--- config.mk ---
export PLATFORM = sky130hd
export DESIGN_NAME = msrv32_integer_file
export DESIGN_NICKNAME = d
export VERILOG_FILES = /design/src/rtl/msrv32_pkg.sv /design/src/rtl/msrv32_integer_file_if.sv /design/src/rtl/msrv32_rf_read_port.sv /design/src/rtl/msrv32_integer_file.sv
export SDC_FILE = /design/constraint.sdc
export NUM_CORES = 2
export LEC_CHECK = 0
export BUFFER_PORTS_ARGS = -buffer_cell sky130_fd_sc_hd__buf_2
export CAP_MARGIN = 20
export CORE_AREA = 8 8 365 332
export CTS_BUF_LIST = sky130_fd_sc_hd__clkbuf_8
export DETAILED_ROUTE_END_ITERATION = 16
export DIE_AREA = 0 0 373 340
export GPL_TIMING_DRIVEN = 1
export PLACE_DENSITY_LB_ADDON = 0.25
export SLEW_MARGIN = 15
export SYNTH_ARGS = -nofsm -noshare
export SYNTH_HDL_FRONTEND = slang
export SYNTH_SLANG_ARGS = --single-unit
--- constraint.sdc ---
create_clock -name ms_riscv32_mp_clk_in -period 8.2 [get_ports ms_riscv32_mp_clk_in]
set_input_delay 2.05 -clock ms_riscv32_mp_clk_in [delete_from_list [all_inputs] [get_ports ms_riscv32_mp_clk_in]]
set_output_delay 2.05 -clock ms_riscv32_mp_clk_in [all_outputs]
set_load 0.02 [all_outputs]
--- src/rtl/msrv32_pkg.sv ---
// -----------------------------------------------------------------------------
// msrv32_pkg
// Shared definitions for the msrv32 core: the architectural data width, the
// register-address width and count, the x0 address, the matching typedefs,
// and a small helper that recognises the hardwired-zero register.
// -----------------------------------------------------------------------------
package msrv32_pkg;

    localparam int XLEN       = 32;
    localparam int REG_ADDR_W = 5;
    localparam int REG_COUNT  = 32;

    typedef logic [REG_ADDR_W-1:0] reg_addr_t;
    typedef logic [XLEN-1:0]       xlen_t;

    localparam reg_addr_t X0_ADDR = 5'd0;

    // x0 has no storage: any access to it is short-circuited to zero.
    function automatic logic is_x0(input reg_addr_t addr);
        return addr == X0_ADDR;
    endfunction

endpackage

--- src/rtl/msrv32_integer_file_if.sv ---
// -----------------------------------------------------------------------------
// msrv32_integer_file_if
// Write-back bus of the integer register file: the write enable, destination
// address and data coming from the stage-3 register, plus the reset level
// that disqualifies both the commit and the same-cycle bypass.
//   master : side that drives the write-back bus (register-file top)
//   slave  : side that observes it (read-port muxes)
// -----------------------------------------------------------------------------
interface msrv32_integer_file_if #(
    parameter int XLEN = 32
);
    import msrv32_pkg::*;

    logic            wr_en;
    reg_addr_t       rd_addr;
    logic [XLEN-1:0] rd_data;
    logic            rst;

    modport master (
        output wr_en,
        output rd_addr,
        output rd_data,
        output rst
    );

    modport slave (
        input wr_en,
        input rd_addr,
        input rd_data,
        input rst
    );

endinterface

--- src/rtl/msrv32_rf_read_port.sv ---
// -----------------------------------------------------------------------------
// msrv32_rf_read_port
// One combinational read port of the integer register file. Priority:
//   1. address x0            -> zero
//   2. same-cycle write hit  -> write-back data (only when BYPASS_EN != 0
//                               and reset is low)
//   3. otherwise             -> stored register value
// Ports:
//   wb        : write-back bus (slave modport)
//   rs_addr   : read address
//   regs_flat : all 32 registers packed, slot 0 tied to zero
//   rs_data   : read data
// -----------------------------------------------------------------------------
module msrv32_rf_read_port
    import msrv32_pkg::*;
#(
    parameter int XLEN      = 32,
    parameter int BYPASS_EN = 1
) (
    msrv32_integer_file_if.slave        wb,
    input  reg_addr_t                   rs_addr,
    input  logic [REG_COUNT*XLEN-1:0]   regs_flat,
    output logic [XLEN-1:0]             rs_data
);

    logic            bypass_hit;
    logic [XLEN-1:0] array_data;

    // A write presented while reset is high never commits, so it must not
    // be forwarded either.
    assign bypass_hit = (BYPASS_EN != 0) && wb.wr_en && !wb.rst
                        && (wb.rd_addr == rs_addr);

    assign array_data = regs_flat[int'(rs_addr) * XLEN +: XLEN];

    always_comb begin
        rs_data = array_data;
        if (is_x0(rs_addr)) begin
            rs_data = '0;
        end else if (bypass_hit) begin
            rs_data = wb.rd_data;
        end
    end

endmodule

--- src/rtl/msrv32_integer_file.sv ---
// -----------------------------------------------------------------------------
// msrv32_integer_file
// Architectural integer register file x0..x31 of the msrv32 core. x1..x31 are
// flip-flop registers cleared by synchronous reset; x0 reads as zero and
// ignores writes. Two independent combinational read ports, each with an
// optional same-cycle write-to-read bypass.
// Ports:
//   ms_riscv32_mp_clk_in : core clock, rising edge
//   ms_riscv32_mp_rst_in : synchronous active-high reset (beats a write)
//   rs_1_addr_in / rs_2_addr_in : read addresses
//   rd_addr_in / wr_en_in / rd_in : write-back address, enable, data
//   rs_1_out / rs_2_out : read data
// -----------------------------------------------------------------------------
module msrv32_integer_file
    import msrv32_pkg::*;
#(
    parameter int XLEN      = 32,
    parameter int BYPASS_EN = 1
) (
    input  logic            ms_riscv32_mp_clk_in,
    input  logic            ms_riscv32_mp_rst_in,
    input  reg_addr_t       rs_1_addr_in,
    input  reg_addr_t       rs_2_addr_in,
    input  reg_addr_t       rd_addr_in,
    input  logic            wr_en_in,
    input  logic [XLEN-1:0] rd_in,
    output logic [XLEN-1:0] rs_1_out,
    output logic [XLEN-1:0] rs_2_out
);

    msrv32_integer_file_if #(.XLEN(XLEN)) wb_bus ();

    assign wb_bus.wr_en   = wr_en_in;
    assign wb_bus.rd_addr = rd_addr_in;
    assign wb_bus.rd_data = rd_in;
    assign wb_bus.rst     = ms_riscv32_mp_rst_in;

    // Flat packed view of the whole file so each read port can index it
    // without a shared unpacked array. Slot 0 is the hardwired-zero x0.
    logic [REG_COUNT*XLEN-1:0] regs_flat;

    assign regs_flat[XLEN-1:0] = '0;

    // Individual registers rather than a RAM: reset must clear every entry.
    for (genvar gi = 1; gi < REG_COUNT; gi++) begin : g_reg
        logic [XLEN-1:0] value_reg;

        always_ff @(posedge ms_riscv32_mp_clk_in) begin
            if (ms_riscv32_mp_rst_in) begin
                value_reg <= '0;
            end else if (wr_en_in && (rd_addr_in == reg_addr_t'(gi))) begin
                value_reg <= rd_in;
            end
        end

        assign regs_flat[gi*XLEN +: XLEN] = value_reg;
    end

    msrv32_rf_read_port #(
        .XLEN      (XLEN),
        .BYPASS_EN (BYPASS_EN)
    ) u_read_port_1 (
        .wb        (wb_bus),
        .rs_addr   (rs_1_addr_in),
        .regs_flat (regs_flat),
        .rs_data   (rs_1_out)
    );

    msrv32_rf_read_port #(
        .XLEN      (XLEN),
        .BYPASS_EN (BYPASS_EN)
    ) u_read_port_2 (
        .wb        (wb_bus),
        .rs_addr   (rs_2_addr_in),
        .regs_flat (regs_flat),
        .rs_data   (rs_2_out)
    );

endmodule

==> reports/metrics.yaml <==
sta:
  relSlewSlack: 0.161
  hold_viol_final: 0
  rsz0062_at_grt: "false"
  period_needed_ps: 7430
  slew_viol_final: 0
  fin_skew_ps: 0
  worstMarginPinSlew_ps: 1250
  tns_ps: 0
  setup_viol_count_final: 0
  setup_ws_ps: 768
  period_share: 0.906
  fmax_mhz: 135
logic_synthesis:
  synth_warnings: 0
  yosys-top-cells-area: "dfxtp_1 39%, nand2_1 15%, mux4_2 15%, a21oi_1 10%, mux2i_1 4.4%"
  synthTopCellsByCount: "2,064 x nand2_1, 1,066 x a21oi_1, 992 x dfxtp_1"
  syn_nets: 6174
  synth-edff-count: 0
  yosysSeqAreaShare: 0.388
  synth.most_common_cell: "nand2_1"
  ys_ff_latch: 992
  synth.top_cell.area_share: 0.388
  synthesis.area_um2: 51200
  syn_inst: 6124
  syn_avg_cell_area_um2: 8.36
  synth_flop_cell: "dfxtp_1"
  synth_cell_types: 54
  synth_area_leader_cell: "dfxtp_1"
  async_flop_share: 0
cells_and_area:
  largest_reg_flops: 992
  final_util: 0.486
  fillers: 11000
  area_delta_synth_final_pct: 9.43
  drive_gt1_frac: 0.168
  design_area_um2: 56000
  final_nets: 5956
  instances_no_fill: 7548
pwr:
  p_sw_w: 0.00299
  p_seq_frac: 0.463
  p_leak_nw: 18.9
  power.share.clock: 0.436
  combPwrFrac: 0.101
  power_density_nw_per_um2: 188
  p_int_w: 0.00756
  netSwitchingFraction: 0.283
  peakVddDrop_v: 0.000162
die:
  start_util: 0.444
  core_um2: 115000
  die_w_um: 373
  io_pins: 114
  die_y_um: 340
  row_count: 119
  die_area_um2: 127000
min_path:
  min_path_type: "register to register"
  min_to: "g_reg[14].value_reg[23]"
  min_from: "g_reg[14].value_reg[23]"
  hold_depth: 2
drt:
  drc: 0
  ant_nets: 0
  via_count: 48400
  viasPerCell: 6.41
  drt-pass1-iter-count: 6
  drt-initial-drc-count: 7078
  wl_per_cell_um: 27.6
  routed_wl_um: 208000
worst_setup_path:
  startpoint: "rs_1_addr_in[4]"
  critPathKind: "input pin to output port"
  cp_data_required_time_ps: 6150
  start_kind: "input pin"
  reg2regPathDepth: 2
  r2r_slack_ps: 7470
  path_max_fanout: 21
  r2r_start: "g_reg[2].value_reg[2]"
  critical_path.endpoint_type: "output port"
  cp_data_arrival_time_ps: 5380
  r2r_end: "g_reg[2].value_reg[2]"
placement:
  port_buffers: 113
  place_area_um2: 52600
  hpwl_um: 125000
  gp_congestion: 0.927
  place_inst: 7249
  dp_slack_ps: 972
cts:
  root_buffer: "clkbuf_8"
  postCtsResizedCells: 0
  clkTransAtPathRegs_ps: 60
  cts_buffers: 165
  post-cts-setup-buffers: 0
  hold_buffers: 0
  cts_tree: "built"
  clk-insertion-delay-late_ps: 890
  htree_levels: 4
  cts_sinks: 992
  clock_tree.buffer_depth: 3
flow_run:
  drv_cap: 0
global_routing:
  grt_overflow: 0
  antenna_found_initial: 10
  grt_max_degree: 224
  grtUsageTotal: 0.314
  grt_pass1_vias: 46200
  grt_pass1_wl_um: 306000
run_status:
  status: "completed"
-- cells in the final DEF (no fill, tap or decap), types with 10 or more instances in the layout --
cell / n
dfxtp_1: 992
nor4_1: 19
nor2b_1: 15
o221a_1: 14
a22oi_1: 109
o221ai_1: 33
mux4_2: 332
o21ai_0: 29
a21oi_1: 1066
o311a_1: 14
mux2i_1: 225
nand2_2: 17
o22ai_1: 60
nand2_1: 2048
buf_2: 105
and3_1: 11
buf_4: 142
mux2_1: 12
nor2_1: 85
nor3_1: 30
mux2_2: 98
a221oi_1: 26
clkinv_2: 11
a221o_1: 21
a211oi_1: 24
inv_1: 47
buf_12: 10
nand3_1: 47
nor2_4: 13
nand2b_1: 13
clkbuf_8: 216
a22o_1: 14
-- critical path, stage by stage --
cell      delay [ps]
buf_2            280
buf_4            480
or3b_1           860
o221ai_1         240
a211oi_1         760
nor3_1           150
nor2_1           300
buf_2            240
-- worst max path at each step --
stage | endpoint | slack [ps] | depth (start not counted)
4_1_cts | rs_1_out[12] | 950 | 8
5_1_grt | rs_1_out[23] | 980 | 8
6_report | rs_1_out[23] | 770 | 8
2_1_floorplan | rs_1_out[11] | 2410 | 8
3_3_place_gp | rs_1_out[12] | 910 | 8
3_5_place_dp | rs_1_out[12] | 970 | 8
-- layer usage --
metal,global-route usage,routed length [µm],part of all wire
met5,0,59,0.00028
met4,0.167,11600,0.056
met3,0.0909,28300,0.14
met2,0.455,87800,0.42
met1,0.421,80200,0.39
-- cell families (layout without fill, tap and decap cells) --
family	Yosys count	count (layout)	share of synthesized area
compound gates	1443	1443	0.162
other cells	0	9	0
flops	992	992	0.388
simple gates	2358	2358	0.181
xor+xnor	10	10	0.00171
buf+inv	654	557	0.0532
mux	667	667	0.214
-- area by class of cell --
class	count	area (µm²)	share of cell area
flip-flops and latches	992	19900	0.354
clock buffers	215	2960	0.0528
clock inverters	73	418	0.00746
repair buffers	267	1950	0.0348
inverters	2	7.51	0.000134
diodes	9	22.5	0.000402
multi-input cells	4478	28900	0.516
well taps	1512	1890	0.0338
-- per-stage QoR --
step / power (W) / hold slack, ps
after global routing: 0.0108 / 480
after global placement: 0.00601 / 448
after CTS: 0.0105 / 463
after floorplan: 0.00563 / 442
final: 0.0105 / 465
after detailed placement: 0.00601 / 455
-- power by group through the flow --
stage               combinational (W)  sequential (W)  clock [W]
global placement              0.00102         0.00499          0
detailed placement            0.00102         0.00499          0
floorplan                    0.000653         0.00498          0
global route                  0.00109         0.00488    0.00485
CTS                           0.00102         0.00488    0.00463
finish                        0.00107         0.00488    0.00460
Note: power is estimated with default switching activity, not from simulation.
